File: src/rtl/shared_op_arbiter_if.sv
// Purpose: bundles the requester-side handshake, operator-side issue/return and
//          response signals of shared_op_arbiter into one interface.
// Ports (signals):
//   req_valid/req_ready/req_a/req_b : requester handshake and packed operands
//   op_a/op_b/op_t/op_result        : operator issue and return
//   rsp_valid/rsp_data              : one-hot result strobe and result data
//   busy                            : any issued op still in flight
// Modports: master = requesters + operator (environment), slave = arbiter.
interface shared_op_arbiter_if #(
    parameter int unsigned NUM_REQ = 4,
    parameter int unsigned WIDTH   = 32
);
    logic [NUM_REQ-1:0]       req_valid;
    logic [NUM_REQ-1:0]       req_ready;
    logic [NUM_REQ*WIDTH-1:0] req_a;
    logic [NUM_REQ*WIDTH-1:0] req_b;
    logic [WIDTH-1:0]         op_a;
    logic [WIDTH-1:0]         op_b;
    logic                     op_t;
    logic [WIDTH-1:0]         op_result;
    logic [NUM_REQ-1:0]       rsp_valid;
    logic [WIDTH-1:0]         rsp_data;
    logic                     busy;

    modport master (
        output req_valid, req_a, req_b, op_result,
        input  req_ready, op_a, op_b, op_t, rsp_valid, rsp_data, busy
    );

    modport slave (
        input  req_valid, req_a, req_b, op_result,
        output req_ready, op_a, op_b, op_t, rsp_valid, rsp_data, busy
    );
endinterface

File: src/rtl/shared_op_arbiter.sv
// Purpose: round-robin arbiter sharing one fixed-latency, fully pipelined two-operand
//          operator among NUM_REQ requesters; routes each result back to its issuer.
// Ports:
//   clk : clock, all state on posedge
//   rst : synchronous reset, active-high
//   bus : shared_op_arbiter_if.slave (requests, operator issue/return, responses, busy)
module shared_op_arbiter #(
    parameter int unsigned NUM_REQ = 4,
    parameter int unsigned WIDTH   = 32,
    parameter int unsigned LATENCY = 2
) (
    input  logic               clk,
    input  logic               rst,
    shared_op_arbiter_if.slave bus
);
    localparam int unsigned ID_W  = $clog2(NUM_REQ);
    localparam int unsigned DEPTH = LATENCY + 1;

    // (base + off) mod NUM_REQ, valid for any NUM_REQ (not only powers of two)
    function automatic logic [ID_W-1:0] f_idx(input logic [ID_W-1:0] base,
                                              input int unsigned     off);
        int unsigned sum;
        sum = 32'(base) + off;
        return ID_W'(sum % NUM_REQ);
    endfunction

    logic [ID_W-1:0]    r_ptr;
    logic [WIDTH-1:0]   r_op_a;
    logic [WIDTH-1:0]   r_op_b;
    logic [DEPTH-1:0]   r_pipe_v;
    logic [ID_W-1:0]    r_pipe_id [DEPTH];

    logic               w_any;
    logic [ID_W-1:0]    w_grant_id;
    logic [NUM_REQ-1:0] w_grant;
    logic [WIDTH-1:0]   w_req_a [NUM_REQ];
    logic [WIDTH-1:0]   w_req_b [NUM_REQ];

    // Unpack per-requester operands
    for (genvar g = 0; g < NUM_REQ; g++) begin : g_unpack
        assign w_req_a[g] = bus.req_a[g*WIDTH +: WIDTH];
        assign w_req_b[g] = bus.req_b[g*WIDTH +: WIDTH];
    end

    // Round-robin search starting at r_ptr; nothing is granted while in reset
    always_comb begin
        w_any      = 1'b0;
        w_grant_id = '0;
        if (!rst) begin
            for (int unsigned off = 0; off < NUM_REQ; off++) begin
                if (!w_any && bus.req_valid[f_idx(r_ptr, off)]) begin
                    w_any      = 1'b1;
                    w_grant_id = f_idx(r_ptr, off);
                end
            end
        end
    end

    assign w_grant = w_any ? (NUM_REQ'(1) << w_grant_id) : '0;

    // Pointer, operand registers and the valid half of the tracking pipe
    always_ff @(posedge clk) begin
        if (rst) begin
            r_ptr    <= '0;
            r_op_a   <= '0;
            r_op_b   <= '0;
            r_pipe_v <= '0;
        end else begin
            if (w_any) begin
                r_ptr  <= f_idx(w_grant_id, 1);
                r_op_a <= w_req_a[w_grant_id];
                r_op_b <= w_req_b[w_grant_id];
            end
            r_pipe_v <= {r_pipe_v[DEPTH-2:0], w_any};
        end
    end

    // ID half of the tracking pipe; only meaningful alongside its valid bit
    always_ff @(posedge clk) begin
        r_pipe_id[0] <= w_grant_id;
        for (int unsigned k = 1; k < DEPTH; k++) begin
            r_pipe_id[k] <= r_pipe_id[k-1];
        end
    end

    assign bus.req_ready = w_grant;
    assign bus.op_a      = r_op_a;
    assign bus.op_b      = r_op_b;
    // Stage 0 of the pipe is exactly the issue cycle
    assign bus.op_t      = r_pipe_v[0];
    // Pipe tail lines up with the operator result
    assign bus.rsp_valid = r_pipe_v[DEPTH-1] ? (NUM_REQ'(1) << r_pipe_id[DEPTH-1]) : '0;
    assign bus.rsp_data  = bus.op_result;
    assign bus.busy      = |r_pipe_v;

endmodule
File: src/flat_wrapper.sv
// flat-port wrapper written by rule: the top's interface ports become plain ports
module shared_op_arbiter_flat 
#(
    parameter int unsigned NUM_REQ = 4,
    parameter int unsigned WIDTH   = 32,
    parameter int unsigned LATENCY = 2
)
  (clk, rst, bus_req_valid, bus_req_a, bus_req_b, bus_op_result, bus_req_ready, bus_op_a, bus_op_b, bus_op_t, bus_rsp_valid, bus_rsp_data, bus_busy);
  shared_op_arbiter_if #(.NUM_REQ(NUM_REQ), .WIDTH(WIDTH)) bus_i ();
  input  logic clk;
  input  logic rst;
  input wire logic [$bits(bus_i.req_valid)-1:0] bus_req_valid;
  input wire logic [$bits(bus_i.req_a)-1:0] bus_req_a;
  input wire logic [$bits(bus_i.req_b)-1:0] bus_req_b;
  input wire logic [$bits(bus_i.op_result)-1:0] bus_op_result;
  output wire logic [$bits(bus_i.req_ready)-1:0] bus_req_ready;
  output wire logic [$bits(bus_i.op_a)-1:0] bus_op_a;
  output wire logic [$bits(bus_i.op_b)-1:0] bus_op_b;
  output wire logic [$bits(bus_i.op_t)-1:0] bus_op_t;
  output wire logic [$bits(bus_i.rsp_valid)-1:0] bus_rsp_valid;
  output wire logic [$bits(bus_i.rsp_data)-1:0] bus_rsp_data;
  output wire logic [$bits(bus_i.busy)-1:0] bus_busy;
  assign bus_i.req_valid = bus_req_valid;
  assign bus_i.req_a = bus_req_a;
  assign bus_i.req_b = bus_req_b;
  assign bus_i.op_result = bus_op_result;
  assign bus_req_ready = bus_i.req_ready;
  assign bus_op_a = bus_i.op_a;
  assign bus_op_b = bus_i.op_b;
  assign bus_op_t = bus_i.op_t;
  assign bus_rsp_valid = bus_i.rsp_valid;
  assign bus_rsp_data = bus_i.rsp_data;
  assign bus_busy = bus_i.busy;
  shared_op_arbiter #(.NUM_REQ(NUM_REQ), .WIDTH(WIDTH), .LATENCY(LATENCY)) u_core (.clk(clk), .rst(rst), .bus(bus_i));
endmodule
File: config.mk
export PLATFORM = sky130hd
export DESIGN_NAME = shared_op_arbiter_flat
export DESIGN_NICKNAME = d
export VERILOG_FILES = /design/src/rtl/shared_op_arbiter_if.sv /design/src/rtl/shared_op_arbiter.sv /design/src/flat_wrapper.sv
export SDC_FILE = /design/constraint.sdc
export NUM_CORES = 1
export LEC_CHECK = 0
export ABC_AREA = 1
export BUFFER_PORTS_ARGS = -buffer_cell sky130_fd_sc_hd__buf_4
export CORE_AREA = 2 2 155 157
export DETAILED_ROUTE_END_ITERATION = 8
export DIE_AREA = 0 0 157 159
export SLEW_MARGIN = 20
export SYNTH_ARGS = -nofsm -noshare
export SYNTH_HDL_FRONTEND = slang
export SYNTH_SLANG_ARGS = --single-unit
File: constraint.sdc
create_clock -name clk -period 2.6 [get_ports clk]
set_input_delay 0.26 -clock clk [delete_from_list [all_inputs] [get_ports clk]]
set_output_delay 0.26 -clock clk [all_outputs]
set_load 0.02 [all_outputs]
==> parameters.txt <==
Parameter                              Value

Run status
  Outcome ... finished clean

Route
  Total DRC errors in the routed layout ... 0
  Vias per Instance ... 4.62
  Total vias in the final route ... 8,195
  First-pass detailed-route iteration total ... 7
  Post-route antenna net violation count ... 0
  Number of DRC markers in iteration 0 ... a little over 500
  Routed wire length per instance ... between 10 and 15 um
  Final wirelength ... 24,300 um

Critical path
  Critical path required time ... 2.34 ns
  Top fanout value on the critical path ... 7
  Kind of start point of the critical path ... flop
  Critical path endpoint category ... output pin
  Classification of the worst setup path ... reg -> out
  Worst path arrival time ... 2.13 ns

Power
  Reported leakage power ... 5.92 nW
  Pwr Total ... 8.89 mW
  Worst vdd ir ... 0.667 mV
  Power density over the cells ... 928 nW/um2

STA
  Shortest clock period the worst path allows after layout ... around 2.4 ns
  Highest achievable clock rate ... 0.418 GHz
  Final period util ... roughly nine tenths
  Final Setup Violations ... 0
  Setup repair after global routing missed its margin ... no
  Final hold violation count ... 0
  Largest clock skew in the final design ... 0.0101 ns
  Worst slew margin relative to its limit ... between 60% and 70%
  Worst Max-Slew Pin Slew ... 0.481 ns
  Final setup margin ... 0.210 ns
  Post-route setup TNS ... 0 ns
  Final number of max-transition violations ... 0

Min path
  Worst min-delay path class ... in -> reg

Logic synthesis
  Post-synthesis net count ... 1,500
  Cells after Synth ... 1,202
  Unique cell type count in the Yosys netlist ... 22
  Most numerous cell in the Yosys netlist ... sky130_fd_sc_hd__nand2_1
  Leading post-synthesis cells by cell area ... sky130_fd_sc_hd__dfxtp_1 (22%), sky130_fd_sc_hd__nand2_1 (19%), sky130_fd_sc_hd__inv_1 (17%)
  Synthesis-stage register bit count ... 75
  Netlist area before placement ... 6700 um2
  Commonest cells in the netlist ... sky130_fd_sc_hd__nand2_1 (334), sky130_fd_sc_hd__inv_1 (299), sky130_fd_sc_hd__nand3_1 (198)
  Share of the yosys chip area belonging to registers ... 22.4%
  Proportion of synthesized flip-flops having asynchronous set or reset ... 0%
  Mean area per synthesized cell ... roughly 5.6 um2
  Post-synth top area share ... 22.4%
  Synth warnings ... 0
  Post-synth top flop ... sky130_fd_sc_hd__dfxtp_1
  Yosys top cell by area ... sky130_fd_sc_hd__dfxtp_1
  Number of enable flip-flop cells after synthesis ... 0

Clock network
  Clock latency on the worst-skew pair ... 0.34 ns
  CTS tree ... built
  Number of levels in the clock H-tree ... 3
  Clock root cell ... sky130_fd_sc_hd__clkbuf_16
  Number of sinks on the clock net ... 75
  Maximum count of clock buffers along a single path ... 2
  Clock buffer count from CTS ... 9
  Clock transition at path regs ... 0.06 ns
  Post-CTS Hold Buffers ... 0

Floorplanning
  Die outline area ... 25,000 um2
  Area of the core ... approximately 23,000 um2
  Number of placement rows ... 56
  Boundary Pins ... 400
  Effective utilization at floorplan ... 28.9%
  Die height ... 159 um
  Die extent in x ... 157 um

Global routing
  Grt total ovfl ... 0
  First-pass GRT wire length ... 38,200 um
  Antenna violations before repair ... 0
  Via count of the first global-routing pass ... between 7k and 8k
  Maximum number of pins on one net before global-route repair ... 73
  Overall routing resource usage ... 18.9%

Placement
  HPWL reported at the end of detailed placement ... ~18,000 um
  Number of placed cells counting well taps ... 1,753
  Final GP Congestion ... between 0.8 and 0.9
  Total of buffers placed on input and output ports ... 335
  Minimum setup slack after placement ... 0.166 ns

Final layout
  Layout area overhead ... 43.0%
  Layout net count ... roughly 1.7k
  Fraction of layout instances using a drive strength above 1 ... 27.5%
  Count of inserted antenna diode cells ... 0
  Fraction of the core area covered by cells at the end of the flow ... 41.3%
  Number of fill cells in the layout ... between 2k and 3k
  Final cell count without fillers ... 1,775

Run
  MaxCap Viol Count ... 0
-- kinds of logic after synthesis --
kind of cell / synth area share (%)
flops: 22.4
buf+inv: 28.3
simple gates: 47.3
compound gates: 1.25
fa+ha+maj: 0.747
-- final timing paths --
kind         slack (ns)                endpoint  cells after the start              startpoint
max                0.21        bus_req_ready[3]                     14         u_core.r_ptr[0]
min                0.12      u_core.r_pipe_v[1]                      2                     rst
max reg2reg        0.27      u_core.bus.op_b[2]                     16         u_core.r_ptr[0]
min reg2reg        0.33  u_core.r_pipe_id[0][5]                      0  u_core.r_pipe_id[0][3]
-- worst max-delay path, stage by stage, from the launching register on --
cell and delay, ns:
sky130_fd_sc_hd__dfxtp_4 0.36, sky130_fd_sc_hd__clkbuf_2 0.14, sky130_fd_sc_hd__nand2_1 0.07, sky130_fd_sc_hd__nand2_1 0.06, sky130_fd_sc_hd__nand2_1 0.06, sky130_fd_sc_hd__nand2_1 0.07, sky130_fd_sc_hd__nor2_4 0.17, sky130_fd_sc_hd__nand3_4 0.11
sky130_fd_sc_hd__nand3_1 0.10, sky130_fd_sc_hd__nand2_2 0.11, sky130_fd_sc_hd__inv_4 0.09, sky130_fd_sc_hd__ha_1 0.14, sky130_fd_sc_hd__inv_1 0.04, sky130_fd_sc_hd__nor2_1 0.11, sky130_fd_sc_hd__buf_4 0.16
-- layer usage --
metal  GRT usage (%)  part of all wire (%)  vias to the layer above
met1            22.9                    41                     3627
met5               0                     0                        -
li1                -                     -                     4180
met2            32.5                    48                      351
met3            4.87                   8.7                       37
met4            5.55                   2.4                        0
-- where the power goes --
| part | total (mW) | leakage (nW) | switching (mW) | internal [mW] |
|---|---|---|---|---|
| logic | 5.66 | 5.15 | 3.52 | 2.14 |
| clock network | 1.28 | 0.145 | 0.512 | 0.770 |
| registers | 1.94 | 0.626 | 0.285 | 1.66 |
| total | 8.89 | 5.92 | 4.32 | 4.57 |
-- layout by cell type (no fill, tap or decap), types with 2 or more instances in the layout --
cell type / instances
sky130_fd_sc_hd__o21ai_0: 11
sky130_fd_sc_hd__clkinv_2: 2
sky130_fd_sc_hd__clkinvlp_4: 2
sky130_fd_sc_hd__buf_12: 13
sky130_fd_sc_hd__nand3_1: 198
sky130_fd_sc_hd__nand3_2: 2
sky130_fd_sc_hd__inv_1: 295
sky130_fd_sc_hd__dfxtp_1: 73
sky130_fd_sc_hd__ha_1: 4
sky130_fd_sc_hd__nand2_1: 332
sky130_fd_sc_hd__nor3_1: 4
sky130_fd_sc_hd__inv_6: 2
sky130_fd_sc_hd__nand3_4: 2
sky130_fd_sc_hd__nand4_1: 128
sky130_fd_sc_hd__buf_4: 348
sky130_fd_sc_hd__inv_2: 5
sky130_fd_sc_hd__inv_4: 2
sky130_fd_sc_hd__nor2_1: 7
sky130_fd_sc_hd__nand2_2: 3
sky130_fd_sc_hd__clkbuf_16: 9
-- flip-flops by register name, summed over array words and instances, names as in the netlist --
signal,count
u_core.bus.op_a,32
u_core.bus.op_b,32
u_core.r_pipe_id,6
u_core.r_pipe_v,3
u_core.r_ptr,2
-- metrics by stage --
step	hold slack, ns	instance area [um2]
global placement	0.312	9200
detailed placement	0.314	9200
CTS	0.108	9520
floorplan	0.310	6700
finish	0.121	9580
global route	0.111	9580
-- area by class of cell --
cell class	count	area [um2]	area share [%]
well taps	319	399	4.17
clock buffers	10	239	2.50
clock inverters	6	63.8	0.666
inverters	303	1150	12.0
flip-flops and latches	75	1510	15.7
repair buffers	362	2880	30.0
multi-input cells	700	3340	34.9
-- timing repair --
item | 4_1_cts | 5_1_grt
resized for setup | 3 | 8
gates cloned | 0 | 0
endpoints found under the hold margin | 0 | 0
setup endpoints to repair | 4 | 5
pin swaps | 1 | 2
buffers inserted | 1 | 5
No activity file was read; power rests on OpenSTA's default activity.
